File: src/rtl/au_seq_pkg.sv
// rtl/au_seq_pkg.sv - shared types, per-op slice controls and mux helper for the nibble sequencer
package au_seq_pkg;

  typedef enum logic [1:0] {
    OP_ADD = 2'b00,
    OP_SUB = 2'b01,
    OP_INC = 2'b10,
    OP_DEC = 2'b11
  } op_t;

  typedef enum logic [1:0] {
    ST_IDLE = 2'b00,
    ST_RUN  = 2'b01,
    ST_DONE = 2'b10
  } state_t;

  // Slice select S per op
  localparam logic [1:0] SEL_ADD = 2'b00;
  localparam logic [1:0] SEL_SUB = 2'b01;
  localparam logic [1:0] SEL_INC = 2'b10;
  localparam logic [1:0] SEL_DEC = 2'b11;

  // Initial carry-in per op
  localparam logic CIN_ADD = 1'b0;
  localparam logic CIN_SUB = 1'b1;
  localparam logic CIN_INC = 1'b1;
  localparam logic CIN_DEC = 1'b0;

  function automatic logic [1:0] op_sel(input op_t op);
    case (op)
      OP_ADD:  return SEL_ADD;
      OP_SUB:  return SEL_SUB;
      OP_INC:  return SEL_INC;
      default: return SEL_DEC;
    endcase
  endfunction

  function automatic logic op_cin(input op_t op);
    case (op)
      OP_ADD:  return CIN_ADD;
      OP_SUB:  return CIN_SUB;
      OP_INC:  return CIN_INC;
      default: return CIN_DEC;
    endcase
  endfunction

  // Second adder operand: B, ~B, 0 (INC adds only Cin), all-ones (DEC adds -1)
  function automatic logic [3:0] slice_mux(input logic [1:0] sel, input logic [3:0] b);
    case (sel)
      2'b00:   return b;
      2'b01:   return ~b;
      2'b10:   return 4'h0;
      default: return 4'hF;
    endcase
  endfunction

endpackage

File: src/rtl/au_nibble_sequencer_au4_slice.sv
// rtl/au_nibble_sequencer_au4_slice.sv - 4-bit operand mux plus ripple adder slice
module au4_slice
  import au_seq_pkg::*;
(
  input  logic [1:0] sel,
  input  logic [3:0] a,
  input  logic [3:0] b,
  input  logic       cin,
  output logic [3:0] d,
  output logic       cout
);

  logic [4:0] sum;

  // A + mux(B) + Cin, carry taken from bit 4
  always_comb begin
    sum = {1'b0, a} + {1'b0, slice_mux(sel, b)} + {4'b0000, cin};
  end

  assign d    = sum[3:0];
  assign cout = sum[4];

endmodule

File: src/rtl/au_nibble_sequencer.sv
// rtl/au_nibble_sequencer.sv - nibble-serial ADD/SUB/INC/DEC controller; AU_SEQ_FLAGS_EN adds zero/ovf outputs
module au_nibble_sequencer
  import au_seq_pkg::*;
#(
  parameter int NIBBLES = 2
) (
  input  logic                 clk,
  input  logic                 rst_n,
  input  logic                 in_valid,
  output logic                 in_ready,
  input  logic [1:0]           op,
  input  logic [4*NIBBLES-1:0] a,
  input  logic [4*NIBBLES-1:0] b,
  output logic                 out_valid,
  input  logic                 out_ready,
  output logic [4*NIBBLES-1:0] result,
  output logic                 cout,
`ifdef AU_SEQ_FLAGS_EN
  output logic                 zero,
  output logic                 ovf,
`endif
  output logic                 busy
);

  localparam int W = 4 * NIBBLES;
  localparam logic [2:0] LAST = 3'(NIBBLES - 1);

  state_t       state;
  op_t          op_q;
  logic [W-1:0] a_sh;
  logic [W-1:0] b_sh;
  logic [W-1:0] r_sh;
  logic [W-1:0] r_next;
  logic [2:0]   cnt;
  logic         carry;
  logic [1:0]   sel;
  logic [3:0]   d;
  logic         c_out;

  assign sel = op_sel(op_q);

  au4_slice u_slice (
    .sel  (sel),
    .a    (a_sh[3:0]),
    .b    (b_sh[3:0]),
    .cin  (carry),
    .d    (d),
    .cout (c_out)
  );

  // New sum nibble enters at the top; after NIBBLES shifts the LSB nibble sits at bit 0
  always_comb begin
    r_next = (r_sh >> 4) | (W'(d) << (W - 4));
  end

`ifdef AU_SEQ_FLAGS_EN
  logic [3:0] y;
  always_comb begin
    y = slice_mux(sel, b_sh[3:0]);
  end
`endif

  // Sequencer FSM with operand/result shift registers and registered handshake outputs
  always_ff @(posedge clk or negedge rst_n) begin
    if (!rst_n) begin
      state     <= ST_IDLE;
      op_q      <= OP_ADD;
      a_sh      <= '0;
      b_sh      <= '0;
      r_sh      <= '0;
      cnt       <= '0;
      carry     <= 1'b0;
      in_ready  <= 1'b0;
      out_valid <= 1'b0;
      busy      <= 1'b0;
      result    <= '0;
      cout      <= 1'b0;
`ifdef AU_SEQ_FLAGS_EN
      zero      <= 1'b0;
      ovf       <= 1'b0;
`endif
    end else begin
      case (state)
        ST_IDLE: begin
          in_ready <= 1'b1;
          if (in_valid && in_ready) begin
            op_q     <= op_t'(op);
            a_sh     <= a;
            b_sh     <= b;
            cnt      <= '0;
            carry    <= op_cin(op_t'(op));
            state    <= ST_RUN;
            in_ready <= 1'b0;
            busy     <= 1'b1;
          end
        end
        ST_RUN: begin
          a_sh  <= a_sh >> 4;
          b_sh  <= b_sh >> 4;
          r_sh  <= r_next;
          carry <= c_out;
          cnt   <= cnt + 3'd1;
          if (cnt == LAST) begin
            state     <= ST_DONE;
            result    <= r_next;
            cout      <= c_out;
            out_valid <= 1'b1;
`ifdef AU_SEQ_FLAGS_EN
            zero      <= (r_next == '0);
            ovf       <= (a_sh[3] == y[3]) && (d[3] != a_sh[3]);
`endif
          end
        end
        ST_DONE: begin
          if (out_ready) begin
            state     <= ST_IDLE;
            out_valid <= 1'b0;
            busy      <= 1'b0;
            in_ready  <= 1'b1;
          end
        end
        default: begin
          state <= ST_IDLE;
        end
      endcase
    end
  end

endmodule
File: config.mk
export PLATFORM = sky130hd
export DESIGN_NAME = au_nibble_sequencer
export DESIGN_NICKNAME = d
export VERILOG_FILES = /design/src/rtl/au_seq_pkg.sv /design/src/rtl/au_nibble_sequencer_au4_slice.sv /design/src/rtl/au_nibble_sequencer.sv
export SDC_FILE = /design/constraint.sdc
export NUM_CORES = 1
export LEC_CHECK = 0
export ABC_CLOCK_PERIOD_IN_PS = 2000
export CORE_MARGIN = 1
export CORE_UTILIZATION = 48
export CTS_BUF_LIST = sky130_fd_sc_hd__clkbuf_8
export CTS_CLUSTER_SIZE = 16
export DETAILED_ROUTE_END_ITERATION = 8
export GPL_TIMING_DRIVEN = 1
export MAX_ROUTING_LAYER = met4
export PLACE_DENSITY = 0.73
export SLEW_MARGIN = 20
export SYNTH_ARGS = -nofsm -noshare
export SYNTH_HDL_FRONTEND = slang
export SYNTH_SLANG_ARGS = --single-unit
export TNS_END_PERCENT = 1
File: constraint.sdc
create_clock -name clk -period 2 [get_ports clk]
set_input_delay 0.4 -clock clk [delete_from_list [all_inputs] [get_ports clk]]
set_output_delay 0.4 -clock clk [all_outputs]
set_load 0.02 [all_outputs]
==> flow_summary_export.csv, run 1 <==
group,metric,value,unit
yosys,synth-seq-area-share,0.537,
yosys,syn_area,0.00186,mm^2
yosys,async_flop_share,1.00,
critical_path,startpoint_type,"flip-flop",
flow_run,max_cap_viol_count,0,
detailed_routing,wl_per_cell,11.9,um
yosys,synth_cell_types,26,
clock_tree,htreeDepth,2,
yosys,yosys-top-cells-area,"dfrtp_1 (54%), nand2_1 (10%), ha_1 (3.4%), xnor2_1 (3.3%), nand3_1 (3.2%)",
die,die_x,64.3,um
timing,worst_pin_slew,0.463,ns
detailed_routing,firstDrtPassIters,4,
timing,tns,0,ns
clock_tree,clkSinkCount,40,
global_routing,grt_start_max_net_pins,41,
detailed_routing,via_per_inst,4.95,
yosys,ys.flop_type,"dfrtp_1",
layout,fin_util,0.642,
yosys,yosys_register_bits,40,
clock_tree,clockRootBuffer,"clkbuf_8",
global_routing,antenna_found_initial,0,
die,coreArea,0.00369,mm^2
layout,nets,256,
layout,area_growth,27.1,%
worst_hold_path,min_path_type,"in2async",
power_and_ir_drop,finalPower,4.32,mW
global_routing,grt_pass1_vias,1313,
timing,whs,0.0476,ns
timing,grt_setup_unrepaired,"false",
critical_path,crit_required,2.21,ns
clock_tree,clock_path_buffers,2,
power_and_ir_drop,power.density,1820,mW/mm^2
place,dp_hpwl,2410,um
clock_tree,path_clk_slew,0.07,ns
yosys,synth.most_common_cell,"nand2_1",
clock_tree,clock_latency,0.29,ns
timing,hold_violations,0,
clock_tree,cts_hold_buf,0,
detailed_routing,drc,0,
clock_tree,cts_buffers,5,
power_and_ir_drop,power.leakage,1.13,nW
layout,layout-drive-gt1-share,0.101,
timing,fin_skew,0.00562,ns
power_and_ir_drop,ir_drop,0.00104,V
yosys,synth_top_area_frac,0.537,
die,row_count,22,
run_status,status,"completed",
critical_path,cp_max_fo,5,
timing,timing.final.crit_share,0.924,
die,start_util,0.505,
critical_path,end_kind,"flip-flop",
die,dieArea,0.00414,mm^2
global_routing,grt.total_usage,0.194,
place,gp_congestion,0.768,
timing,fmax,0.541,GHz
global_routing,gr-total-overflow,0,
place,port_buffers,33,
clock_tree,cts_tree,"done",
global_routing,grt_first_pass_wirelength,5820,um
yosys,synth_cells,193,
yosys,synth_warnings,0,
yosys,syn-num-nets,222,
yosys,synth_largest_area_cell,"dfrtp_1",
detailed_routing,first_iter_violations,38,
critical_path,worstPathArrival,2.05,ns
yosys,synth_common_cells,"nand2_1 (50), dfrtp_1 (40), nor2_1 (13)",
detailed_routing,antenna_left,0,
critical_path,worstSetupPathType,"reg2reg",
layout,antenna_cells,0,
yosys,synth_edf_count,0,
detailed_routing,vias,1365,
detailed_routing,routed_wl,3280,um
timing,setup_viol_count_final,0,
clock_tree,cts_setup_buffers,0,
timing,min_period,1.85,ns
die,die_h,64.3,um
die,io_pins,34,
timing,relSlewSlack,0.691,
yosys,syn_avg_cell_area,9.66,um^2
timing,drv_slew,0,
final timing paths:
kind / to / from / slack, ns / cells past startpoint
hold reg to reg: result[4]$_DFFE_PN0P_ / result[4]$_DFFE_PN0P_ / 0.48 / 2
setup / recovery: carry$_DFFE_PN0P_ / op_q[1]$_DFFE_PN0P_ / 0.15 / 8
hold / removal: r_sh[4]$_DFFE_PN0P_ / rst_n / 0.05 / 1
max in group asynchronous: a_sh[7]$_DFFE_PN0P_ / rst_n / 1.49 / 2
min in group clk: result[4]$_DFFE_PN0P_ / result[4]$_DFFE_PN0P_ / 0.48 / 2
setup reg to reg: carry$_DFFE_PN0P_ / op_q[1]$_DFFE_PN0P_ / 0.15 / 8
report_power, final:
group	internal (mW)	total, mW	switching [mW]	leakage, nW
Clock	0.440	0.712	0.272	0.0645
Combinational	0.995	2.15	1.16	0.574
Sequential	1.22	1.46	0.234	0.496
flip-flops by register name (all words and copies together) (netlist names):
| register | cells |
|---|---|
| r_sh | 4 |
| b_sh | 8 |
| out_valid | 1 |
| op_q | 2 |
| carry | 1 |
| result | 8 |
| cout | 1 |
| busy | 1 |
| a_sh | 8 |
| in_ready | 1 |
| state | 2 |
| cnt | 3 |
cell type report:
type                       instances  area [um^2]
fill                             325         1320
sequential                        40         1000
multi-input combinational        132          766
timing repair buffer              39          383
clock buffer                       7         96.3
tap                               48         60.1
inverter                           9         33.8
clock inverter                     1         30.0
per-layer routing:
metal	routed length, um	global-route usage	vias up
met1	1550	0.242	634
met3	159	0.0661	7
met2	1500	0.287	32
met4	65	0.0833	0
met5	0	-	-
li1	-	-	692
what timing repair did:
action | 4_1_cts | 5_1_grt
setup endpoints to repair | 0 | 3
resized for setup | 0 | 2
endpoints found under the hold margin | 0 | 0
cells by family after synthesis:
family / after synthesis / share of synthesized area
fa+ha+maj: 7 / 0.0550
mux: 4 / 0.0322
simple gates: 86 / 0.201
buf+inv: 21 / 0.0550
xor+xnor: 8 / 0.0376
compound gates: 27 / 0.0826
flops: 40 / 0.537
cell usage in the layout, fill, tap and decap left out, types with 2 or more instances in the layout:
| cell type | n |
|---|---|
| clkdlybuf4s50_1 | 32 |
| xnor2_1 | 7 |
| nor2_1 | 13 |
| dfrtp_1 | 40 |
| inv_1 | 9 |
| fa_2 | 2 |
| o21ai_1 | 4 |
| buf_4 | 5 |
| a21oi_1 | 3 |
| o21ai_0 | 9 |
| a31oi_1 | 8 |
| ha_1 | 5 |
| nand2_1 | 50 |
| clkbuf_8 | 7 |
| nand3_1 | 12 |
| nand2b_1 | 5 |
| nor2b_1 | 2 |
| mux2_4 | 4 |
worst max-delay path: stages (launching register included):
cell      delay, ns
dfrtp_1        0.41
nor2b_1        0.14
xnor2_1        0.09
fa_2           0.36
fa_2           0.36
inv_1          0.07
a21o_1         0.10
a21oi_1        0.07
o221ai_1       0.17
through the flow:
step,worst slack (ns),instances,instance area (um^2)
finish,0.152,276,2370
global route,0.0190,276,2370
CTS,0.0275,276,2360
detailed placement,0.0482,268,2240
global placement,0.0917,268,2240
floorplan,0.0998,193,1860
Power figures use the tool's default switching activity.
==> inputs of run 2 (changes only) <==
--- a/config.mk
+++ b/config.mk
@@ -12,7 +12,6 @@
 export CTS_CLUSTER_SIZE = 16
 export DETAILED_ROUTE_END_ITERATION = 8
 export GPL_TIMING_DRIVEN = 1
-export MAX_ROUTING_LAYER = met4
 export PLACE_DENSITY = 0.73
 export SLEW_MARGIN = 20
 export SYNTH_ARGS = -nofsm -noshare
==> flow_summary_export.csv, run 2 (synthesized netlist as in run 1, its figures left out) <==
group,metric,value,unit
detailed_routing,via_per_inst,4.89,
clock_tree,cts_buffers,5,
layout,antenna_cells,0,
timing,relSlewSlack,0.692,
die,dieArea,0.00414,mm^2
clock_tree,cts_hold_buf,0,
timing,worst_pin_slew,0.462,ns
clock_tree,clock_path_buffers,2,
timing,fmax,0.541,GHz
power_and_ir_drop,ir_drop,0.00104,V
critical_path,cp_cell_sequence,"nor2b_1 -> xnor2_1 -> fa_2 -> fa_2 -> inv_1 -> a21o_1 -> a21oi_1 -> o221ai_1",
timing,fin_skew,0.00550,ns
timing,tns,0,ns
layout,mostFrequentLayoutCells,"nand2_1 (50), dfrtp_1 (40), clkdlybuf4s50_1 (32), nor2_1 (13), nand3_1 (12)",
critical_path,cpMostUsedCell,"fa_2",
die,coreArea,0.00369,mm^2
global_routing,grt.total_usage,0.189,
timing,timing.final.crit_share,0.924,
place,port_buffers,33,
critical_path,rr_startpoint,"op_q[1]$_DFFE_PN0P_",
clock_tree,clock_latency,0.29,ns
layout,area_growth,27.1,%
layout,final_cells,276,
die,row_count,22,
worst_hold_path,min_path_type,"in2async",
layout,layout-drive-gt1-share,0.101,
power_and_ir_drop,power.density,1820,mW/mm^2
flow_run,max_cap_viol_count,0,
place,gp_congestion,0.758,
global_routing,grt_start_max_net_pins,41,
die,io_pins,34,
critical_path,worstSetupPathType,"reg2reg",
critical_path,end_kind,"flip-flop",
critical_path,critPathTopFamily,"adder cells",
die,die_x,64.3,um
clock_tree,post_cts_resized,0,
timing,hold_violations,0,
clock_tree,cts_tree,"done",
clock_tree,cts_setup_buffers,0,
critical_path,critPathSlowestCell,"dfrtp_1",
layout,nFillCells,325,
global_routing,grt_pass1_vias,1310,
clock_tree,path_clk_slew,0.07,ns
detailed_routing,vias,1351,
clock_tree,htreeDepth,2,
detailed_routing,antenna_left,0,
critical_path,startpoint_type,"flip-flop",
clock_tree,clkSinkCount,40,
critical_path,crit_buf_inv,1,
power_and_ir_drop,finalPower,4.32,mW
critical_path,cp_max_fo,5,
place,dp_hpwl,2410,um
layout,biggestRegsByFlops,"a_sh x8, b_sh x8, result x8",
timing,setup_ws,0.153,ns
detailed_routing,drc,0,
run_status,status,"completed",
critical_path,cp_slowest_stage_delay,0.41,ns
critical_path,crit_required,2.21,ns
timing,min_period,1.85,ns
layout,final_area,0.00237,mm^2
place,dp_slack,0.0482,ns
timing,setup_viol_count_final,0,
place,place_inst,268,
place,place_area,0.00224,mm^2
detailed_routing,firstDrtPassIters,4,
detailed_routing,routed_wl,3260,um
critical_path,worstPathArrival,2.05,ns
global_routing,grt_first_pass_wirelength,5820,um
die,start_util,0.505,
detailed_routing,first_iter_violations,36,
global_routing,antenna_found_initial,0,
die,die_h,64.3,um
global_routing,gr-total-overflow,0,
timing,drv_slew,0,
detailed_routing,wl_per_cell,11.8,um
clock_tree,clockRootBuffer,"clkbuf_8",
power_and_ir_drop,power.leakage,1.13,nW
layout,nets,256,
layout,final_common_cell,"nand2_1",
critical_path,cp-startpoint,"op_q[1]$_DFFE_PN0P_",
timing,grt_setup_unrepaired,"false",
run 2: cell counts in the layout (fill, tap and decap cells not counted):
Identical to the previous run, type by type.
run 2: routing by layer:
layer | up-vias | wire length, um | share of wire | GRT usage
met5 | - | 0 | 0 | 0
met4 | 0 | 66 | 0.020 | 0.0833
met3 | 7 | 173 | 0.053 | 0.0661
met2 | 34 | 1510 | 0.46 | 0.287
met1 | 618 | 1510 | 0.46 | 0.242
li1 | 692 | - | - | -
run 2: final cells by class:
class / count / area (um^2) / area share
sequential: 40 / 1000 / 0.422
inverter: 9 / 33.8 / 0.0143
clock inverter: 1 / 30.0 / 0.0127
tap: 48 / 60.1 / 0.0253
timing repair buffer: 39 / 383 / 0.162
clock buffer: 7 / 96.3 / 0.0407
multi-input combinational: 132 / 766 / 0.323
run 2: report_power, final:
part / switching [mW] / internal [mW]
Clock: 0.271 / 0.440
Combinational: 1.16 / 0.995
Sequential: 0.233 / 1.22
Total: 1.66 / 2.66
run 2: final timing paths:
path / endpoint / slack (ns) / depth (start not counted)
hold reg to reg: result[4]$_DFFE_PN0P_ / 0.48 / 2
setup / recovery: carry$_DFFE_PN0P_ / 0.15 / 8
hold / removal: r_sh[4]$_DFFE_PN0P_ / 0.05 / 1
min in group clk: result[4]$_DFFE_PN0P_ / 0.48 / 2
setup reg to reg: carry$_DFFE_PN0P_ / 0.15 / 8
max in group asynchronous: a_sh[7]$_DFFE_PN0P_ / 1.49 / 2
run 2: stage by stage:
stage	hold WS, ns	utilization
2_1_floorplan	0.104	-
3_3_place_gp	0.372	0.607
3_5_place_dp	0.377	0.607
4_1_cts	0.0540	0.641
5_1_grt	0.0705	0.642
6_report	0.0479	0.642
==> inputs of run 3 (changes only) <==
--- a/config.mk
+++ b/config.mk
@@ -12,7 +12,7 @@
 export CTS_CLUSTER_SIZE = 16
 export DETAILED_ROUTE_END_ITERATION = 8
 export GPL_TIMING_DRIVEN = 1
-export PLACE_DENSITY = 0.73
+export PLACE_DENSITY = 0.86
 export SLEW_MARGIN = 20
 export SYNTH_ARGS = -nofsm -noshare
 export SYNTH_HDL_FRONTEND = slang
==> flow_summary_export.csv, run 3 (synthesized netlist as in run 1, its figures left out) <==
group,metric,value,unit
run_status,status,"completed",
timing,drv_slew,0,
die,die_h,64.3,um
flow_run,max_cap_viol_count,0,
die,coreArea,0.00369,mm^2
power_and_ir_drop,p_int,2.46,mW
timing,min_period,1.87,ns
critical_path,end_kind,"flip-flop",
die,start_util,0.505,
layout,antenna_cells,0,
clock_tree,clock_path_buffers,2,
power_and_ir_drop,seq_power_share,0.354,
global_routing,grt.total_usage,0.187,
layout,nets,257,
timing,hold_violations,0,
place,dp_hpwl,2370,um
clock_tree,cts_tree,"done",
clock_tree,clockRootBuffer,"clkbuf_8",
timing,setup_ws,0.129,ns
power_and_ir_drop,power.density,1770,mW/mm^2
die,die_x,64.3,um
detailed_routing,antenna_left,0,
timing,whs,0.0437,ns
layout,biggestRegsByFlops,"a_sh x8, b_sh x8, result x8",
timing,relSlewSlack,0.715,
clock_tree,cts_buffers,5,
layout,mostFrequentLayoutCells,"nand2_1 (50), dfrtp_1 (40), clkdlybuf4s50_1 (32), nor2_1 (13), nand3_1 (12)",
critical_path,crit_required,2.20,ns
timing,worst_pin_slew,0.427,ns
detailed_routing,vias,1360,
clock_tree,cts_hold_buf,0,
detailed_routing,via_per_inst,4.96,
global_routing,antenna_found_initial,0,
detailed_routing,first_iter_violations,48,
die,io_pins,34,
timing,tns,0,ns
critical_path,startpoint_type,"flip-flop",
layout,area_growth,24.4,%
power_and_ir_drop,p_clk_frac,0.115,
worst_hold_path,min_path_type,"in2async",
layout,final_common_cell,"nand2_1",
place,port_buffers,33,
power_and_ir_drop,share_comb_of_total_power,0.531,
power_and_ir_drop,power.leakage,1.11,nW
timing,fin_skew,0.00184,ns
detailed_routing,drc,0,
power_and_ir_drop,swShare,0.401,
place,dp_slack,-0.0126,ns
critical_path,worstPathArrival,2.07,ns
timing,fmax,0.534,GHz
critical_path,cp_max_fo,2,
timing,grt_setup_unrepaired,"true",
timing,timing.final.crit_share,0.935,
die,row_count,22,
die,dieArea,0.00414,mm^2
detailed_routing,wl_per_cell,11.9,um
layout,layout-drive-gt1-share,0.0973,
global_routing,grt_pass1_vias,1321,
global_routing,gr-total-overflow,0,
clock_tree,clkSinkCount,40,
clock_tree,htreeDepth,2,
power_and_ir_drop,switching_power,1.64,mW
global_routing,grt_start_max_net_pins,24,
critical_path,r2r_setup_slack,0.13,ns
critical_path,worstSetupPathType,"reg2reg",
clock_tree,clock_latency,0.28,ns
clock_tree,path_clk_slew,0.07,ns
place,gp_congestion,0.780,
detailed_routing,firstDrtPassIters,4,
global_routing,grt_first_pass_wirelength,5780,um
power_and_ir_drop,ir_drop,0.000847,V
detailed_routing,routed_wl,3270,um
timing,setup_viol_count_final,0,
-- run 3: changes by cell type in the layout (fill, tap and decap cells not counted), sizes merged --
cell,previous run,this run
buf,7,8
clkbuf,7,5
bufinv,1,0
-- run 3: area by class of cell --
cell class | instances | area [um^2]
Fill cell | 326 | 1370
Sequential cell | 40 | 1000
Multi-Input combinational cell | 132 | 766
Timing Repair Buffer | 40 | 390
Clock buffer | 5 | 68.8
Tap cell | 48 | 60.1
Inverter | 9 | 33.8
-- run 3: path summary, 6_finish.rpt --
| check | end | startpoint | cells after the start |
|---|---|---|---|
| hold reg to reg | busy$_DFFE_PN0P_ | busy$_DFFE_PN0P_ | 2 |
| setup reg to reg | carry$_DFFE_PN0P_ | b_sh[0]$_DFFE_PN0P_ | 8 |
| setup / recovery | carry$_DFFE_PN0P_ | b_sh[0]$_DFFE_PN0P_ | 8 |
| max in group asynchronous | result[3]$_DFFE_PN0P_ | rst_n | 2 |
| min in group clk | busy$_DFFE_PN0P_ | busy$_DFFE_PN0P_ | 2 |
| hold / removal | b_sh[5]$_DFFE_PN0P_ | rst_n | 1 |
-- run 3: per-layer routing --
layer  share of wire  track usage
met1            0.46        0.249
met2            0.47        0.283
met4           0.034        0.106
met5               0            0
met3           0.040       0.0375
-- run 3: power groups by stage --
stage / clock network, mW / logic (mW) / registers [mW]
5_1_grt: 0.522 / 2.47 / 1.51
3_5_place_dp: 0 / 2.15 / 1.47
3_3_place_gp: 0 / 2.07 / 1.45
6_report: 0.471 / 2.18 / 1.45
2_1_floorplan: 0 / 1.47 / 1.55
4_1_cts: 0.479 / 2.18 / 1.46
-- run 3: worst max-delay path, cell delays in order (launching register included) --
cell and delay (ns):
dfrtp_1 0.37, nor2b_1 0.13, xnor2_1 0.14, fa_2 0.37
fa_2 0.37, inv_2 0.06, a21o_1 0.09, a21oi_1 0.07
o221ai_1 0.18
-- run 3: per-stage QoR --
step                utilization  instance area (um^2)  instances  power (mW)
floorplan                     -                  1860        193        3.02
global placement          0.607                  2240        268        3.51
detailed placement        0.607                  2240        268        3.63
CTS                       0.626                  2310        273        4.12
global route              0.629                  2320        274        4.50
finish                    0.629                  2320        274        4.10
-- run 3: timing repair --
item / in CTS / in global routing
setup buffers: 0 / 1
gates resized for setup: 1 / 2
hold endpoints to repair: 0 / 0
setup endpoints to repair: 1 / 3
pin swaps: 0 / 0
==> RTL edit 1 (settings of run 1) <==
Re-encode `state_t` (3 states) as one-hot, 3 bits wide.
--- a/src/rtl/au_seq_pkg.sv
+++ b/src/rtl/au_seq_pkg.sv
@@ -10,6 +10,6 @@
 
-  typedef enum logic [1:0] {
-    ST_IDLE = 2'b00,
-    ST_RUN  = 2'b01,
-    ST_DONE = 2'b10
+  typedef enum logic [2:0] {
+    ST_IDLE = 3'b001,
+    ST_RUN  = 3'b010,
+    ST_DONE = 3'b100
   } state_t;
Formal check against the unedited RTL: no difference found for any inputs over 10 cycles, from zero or initial values and one cycle with rst_n low; not proved beyond that.
==> RTL edit 1 against run 1 <==
Routed wire length increased by 32%. Worst hold slack improved by 0.00064 ns. Non-clock buffer count increased by 5. Count of clock-buffer cells in the layout decreased by 2. Clock power decreased by 4.8%. Sequential cell count increased by 1. Total power decreased by 1.0%. Fmax decreased by 7.5%. Worst setup slack got worse by 0.15 ns. Design area increased by 8.0%. Area after synthesis increased by 5.3%. Via count increased by 10%. Clock skew increased by 0.0017 ns. Largest cell class unchanged. Largest power group unchanged.
==> RTL edit 1: results (changes against run 1) <==
- The sequential area share after synthesis came to 52.3% (was 53.7%).
- The proportion of synthesized flip-flops having asynchronous set or reset is 100% (unchanged).
- The final RePlAce weighted congestion is 0.951 (was 0.768).
- The layout filler cell count came to 286 (was 325).
- The total global-route track usage is 24.0% (was 19.4%).
- The xor and xnor area share after synthesis was 2.68% (was 3.76%).
- The routed length on met1 is 1890 um (was 1550 um).
- The number of cells after detailed placement is 264 (was 268).
- The post-synthesis area per instance came to 10.8 um^2 (was 9.66 um^2).
- The placed wire-length estimate after detailed placement is 3200 um (was 2410 um).
- The clock slew seen by the registers of the worst setup and hold paths is 0.08 ns.
- The net switching component of the power was 1.65 mW (was 1.66 mW).
- The post-synthesis share of cell area spent on full adders, half adders and majority gates was 5.23% (was 5.50%).
- The pin slew with the least headroom to its limit came to 0.490 ns (was 0.463 ns).
- The number of gates resized after CTS was 2 (was 0).
- The count of vias placed by the detailed router was 1505 (was 1365).
- The mean number of vias per cell came to 5.51 (was 4.95).
- The final-layout worst hold slack is 0.0483 ns (was 0.0476 ns).
- The reg2reg setup slack is 0.002 ns (was 0.15 ns).
- The leakage power summed over all cells came to 1.08 nW (was 1.13 nW).
- The number of unique standard cell types used by synthesis is 39 (was 26).
- The routed length on met3 came to 210 um (was 159 um).
- The maximum fanout count along the critical path is 2 (was 5).
- The initial DRC count is 120 (was 38).
- The peak ir drop on the vdd network is 0.816 mV (was 1.04 mV).
- The largest net degree at the start of global routing is 23 (was 41).
- The Yosys warning count is 0 (unchanged).
- The wire length of the first global-routing pass is 7300 um (was 5820 um).
- The clock tree buffer depth is 2 (unchanged).
- Result of the run: completed (unchanged).
- The routed length per placed instance is 15.9 um (was 11.9 um).
- The post-synth net total is 211 (was 222).
- The met2 usage came to 38.8% (was 28.7%).
- Area contributors post-synth: dfrtp_1 (51%), o21ai_0 (5.9%), mux2_2 (4.6%), ha_1 (3.2%), o32a_1 (3.1%) (was dfrtp_1 (54%), nand2_1 (10%), ha_1 (3.4%), xnor2_1 (3.3%), nand3_1 (3.2%)).
- The fraction of final layout cells sized beyond drive strength 1 is 17.8% (was 10.1%).
- The arrival time at the worst endpoint came to 2.20 ns (was 2.05 ns).
- The depth of the worst register-to-register path is 7 (was 8).
- The root buffer cell was clkbuf_8 (unchanged).
- The launch instance of the worst register-to-register path is b_sh[0] (was op_q[1]).
- The detailed-routed wire length on met2 is 2150 um (was 1500 um).
- Synth top cells by count: dfrtp_1 (40), o21ai_0 (23), nand2_1 (16) (was nand2_1 (50), dfrtp_1 (40), nor2_1 (13)).
- The met3 global-route usage was 5.86% (was 6.61%).
- The post-synthesis compound-gate area fraction is 18.4% (was 8.26%).
- The global-route track usage on met1 came to 28.7% (was 24.2%).
- The total number of nets in the final design is 253 (was 256).
- The pre-CTS worst setup slack is -0.0389 ns (was 0.0482 ns).
- The highest routed metal layer is met4 (unchanged).
- The fmax was 0.500 GHz (was 0.541 GHz).
- The post-route clock skew is 0.00732 ns (was 0.00562 ns).
- The critical path class is reg2reg (unchanged).
- The multiplexer share of the synthesized area is 5.10% (was 3.22%).
==> RTL edit 1: changes by cell type after synthesis, moves of 5 or more <==
cell     delta
a21oi_1     +5
a31oi_1     -5
mux2_2      +8
nand2_1    -34
nor2_1     -10
o21a_1      +6
o21ai_0    +14
o32a_1      +6
==> RTL edit 1: critical path, stage by stage, from the launching register on <==
cell and delay (ns):
dfrtp_1 0.38, nor2b_4 0.13, xnor2_2 0.14, fa_2 0.38, fa_2 0.39, nand2b_4 0.15
a211o_1 0.26, o221ai_1 0.07
==> RTL edit 1: cells by family (layout without fill, tap and decap cells) <==
logic type	Yosys count	count (layout)
muxes	9	9
AOI/OAI and AO/OA	56	56
DFF	41	41
buffers and inverters	18	61
xor gates and xnor gates	6	6
adders and majority gates	7	7
and+or+nand+nor	45	45
==> RTL edit 1: cell type report <==
| cell class | instances | area [um^2] | share of cell area (%) |
|---|---|---|---|
| Sequential cell | 41 | 1030 | 40.1 |
| Multi-Input combinational cell | 123 | 903 | 35.3 |
| Timing Repair Buffer | 44 | 420 | 16.4 |
| Clock buffer | 5 | 68.8 | 2.69 |
| Clock inverter | 3 | 46.3 | 1.81 |
| Inverter | 9 | 33.8 | 1.32 |
| Tap cell | 48 | 60.1 | 2.35 |
==> RTL edit 1: metrics by stage <==
step	utilization, %	area (um^2)
floorplan	-	1960
global placement	63.1	2400
detailed placement	63.1	2400
CTS	66.3	2520
global route	67.4	2560
finish	67.4	2560
==> RTL edit 1: power by group through the flow <==
stage | clock network [mW] | logic [mW] | registers, mW
5_1_grt | 0.733 | 2.38 | 1.47
3_5_place_dp | 0 | 2.01 | 1.43
4_1_cts | 0.692 | 2.04 | 1.41
6_report | 0.678 | 2.18 | 1.42
2_1_floorplan | 0 | 1.27 | 1.45
3_3_place_gp | 0 | 1.91 | 1.40
==> RTL edit 2 (settings of run 1) <==
Without the edit above. The option `AU_SEQ_FLAGS_EN` is turned on by a define.
--- a/src/rtl/au_nibble_sequencer.sv
+++ b/src/rtl/au_nibble_sequencer.sv
@@ -1,2 +1,4 @@
 // rtl/au_nibble_sequencer.sv - nibble-serial ADD/SUB/INC/DEC controller; AU_SEQ_FLAGS_EN adds zero/ovf outputs
+`define AU_SEQ_FLAGS_EN
+
 module au_nibble_sequencer
Function (old outputs only; new: ovf and zero): kept (Yosys induction, for registers that start in step).
==> RTL edit 2 against run 1 <==
The run now ends with setup timing left. Area after synthesis increased by 4.0%. Core utilization increased by 2.3 points. Sequential cell count increased by 2. Total power increased by 9.5%. Routed wire length increased by 6.3%. Die area increased by 3.9%. Design area increased by 5.9%. Worst setup slack got worse by 0.41 ns. Largest cell class unchanged.
==> RTL edit 2: results (changes against run 1) <==
- The clock tree buffer depth came to 2 (unchanged).
- Result of the run: finished, violations left (was completed).
- The wire length of the first global-routing pass is 6560 um (was 5820 um).
- The pre-CTS worst setup slack is -0.298 ns (was 0.0482 ns).
- The post-route worst setup slack is -0.260 ns (was 0.152 ns).
- The final RePlAce weighted congestion is 0.793 (was 0.768).
- The mean number of vias per cell was 4.90 (was 4.95).
- The number of cells after detailed placement is 289 (was 268).
- The met2 usage is 34.3% (was 28.7%).
- The post-route clock skew is 0.00692 ns (was 0.00562 ns).
- The total global-route track usage is 21.0% (was 19.4%).
- The routed length per placed instance was 11.7 um (was 11.9 um).
- The count of input and output buffers came to 35 (was 33).
- The final-report setup violation count came to 2 (was 0).
- The final-layout worst hold slack was 0.160 ns (was 0.0476 ns).
- The arrival time at the worst endpoint was 2.49 ns (was 2.05 ns).
- The cell with the largest stage delay on the worst path is or4_4 (was dfrtp_1).
- The maximum fanout count along the critical path is 2 (was 5).
- The multiplexer share of the synthesized area is 0% (was 3.22%).
- The number of iterations in the first detailed-routing pass is 4 (unchanged).
- The pin slew with the least headroom to its limit came to 0.515 ns (was 0.463 ns).
- The fraction of final layout cells sized beyond drive strength 1 is 12.9% (was 10.1%).
- The placed wire-length estimate after detailed placement came to 2480 um (was 2410 um).
- The total length of routed wires came to 3480 um (was 3280 um).
- The total number of nets in the final design was 277 (was 256).
- The number of buffers created by CTS is 5 (unchanged).
- The maximum level of the CTS H-tree was 2 (unchanged).
- The leakage power summed over all cells was 1.18 nW (was 1.13 nW).
- The met3 global-route usage was 5.21% (was 6.61%).
- The depth of the worst register-to-register path is 7 (was 8).
- The accumulated negative setup slack is -0.309 ns (was 0 ns).
- The capture instance of the worst register-to-register path is zero (was carry).
- The sequential area share after synthesis is 54.2% (was 53.7%).
- The largest net degree at the start of global routing came to 43 (was 41).
- Synth top cells by count: nand2_1 (74), dfrtp_1 (42), nor2_1 (14), o21ai_0 (14), buf_2 (9) (was nand2_1 (50), dfrtp_1 (40), nor2_1 (13)).
- Clock-pin slew was measured on the worst setup and hold paths at 0.08 ns.
- The critical path's largest stage delay was 0.48 ns (was 0.41 ns).
- The peak ir drop on the vdd network is 0.826 mV (was 1.04 mV).
- The total placed instance area is 2360 um^2 (was 2240 um^2).
- The post-synth net total came to 238 (was 222).
- The checks that failed: setup timing.
- The number of global-route vias before repair was 1487 (was 1313).
- The post-synthesis compound-gate area fraction is 9.81% (was 8.26%).
- Area contributors post-synth: dfrtp_1 (54%), nand2_1 (14%), o21ai_0 (3.6%), ha_1 (3.2%), nor2_1 (2.7%) (was dfrtp_1 (54%), nand2_1 (10%), ha_1 (3.4%), xnor2_1 (3.3%), nand3_1 (3.2%)).
- The initial DRC count is 75 (was 38).
- The xor and xnor area share after synthesis is 4.06% (was 3.76%).
- The global-route track usage on met1 is 25.1% (was 24.2%).
- The initial antenna violation count came to 0 (unchanged).
- The post-synthesis area per instance is 9.28 um^2 (was 9.66 um^2).
RTL edit 2: worst max path at each step:
stage	end	slack, ns	start	cells after the start
after global routing	zero	-0.38	op_q[1]	7
after CTS	zero	-0.26	op_q[1]	7
after floorplan	zero	-0.28	op_q[1]	7
final	zero	-0.26	op_q[1]	7
after detailed placement	zero	-0.30	op_q[1]	7
after global placement	zero	-0.26	op_q[1]	7
RTL edit 2: cell families after synthesis:
kind of cell | Yosys count
XOR/XNOR | 9
AND/OR/NAND/NOR | 105
AO/OA/AOI/OAI | 33
flip-flops | 42
buffers and inverters | 13
adder cells (fa/ha/maj) | 7
RTL edit 2: critical path, delay by kind of cell (launching register included):
family,cells,cell delay [ns]
adder cells (fa/ha/maj),2,0.79
AND/OR/NAND/NOR,3,0.74
flip-flops,1,0.38
AO/OA/AOI/OAI,1,0.16
XOR/XNOR,1,0.13
RTL edit 2: repair_timing:
action | CTS | global route
pin swaps | 1 | 3
endpoints found under the setup margin | 7 | 7
gates cloned | 0 | 0
gates resized for setup | 9 | 1
RTL edit 2: layer usage:
metal | share of wire [%] | vias up
met5 | 0 | -
met4 | 1.6 | 0
met3 | 4.2 | 7
met2 | 47 | 35
met1 | 47 | 660
li1 | - | 754
RTL edit 2: layout make-up:
cell class	count	area [um^2]
inverter	2	7.51
sequential	42	1050
clock inverter	2	8.76
tap	48	60.1
multi-input combinational	154	882
fill	319	1260
clock buffer	6	82.6
timing repair buffer	43	418
RTL edit 2: power breakdown:
group / total [mW] / switching, mW / leakage, nW / internal, mW
clock: 0.546 / 0.273 / 0.0524 / 0.273
combinational: 2.63 / 1.36 / 0.600 / 1.27
sequential: 1.55 / 0.287 / 0.523 / 1.27
total: 4.73 / 1.92 / 1.18 / 2.81
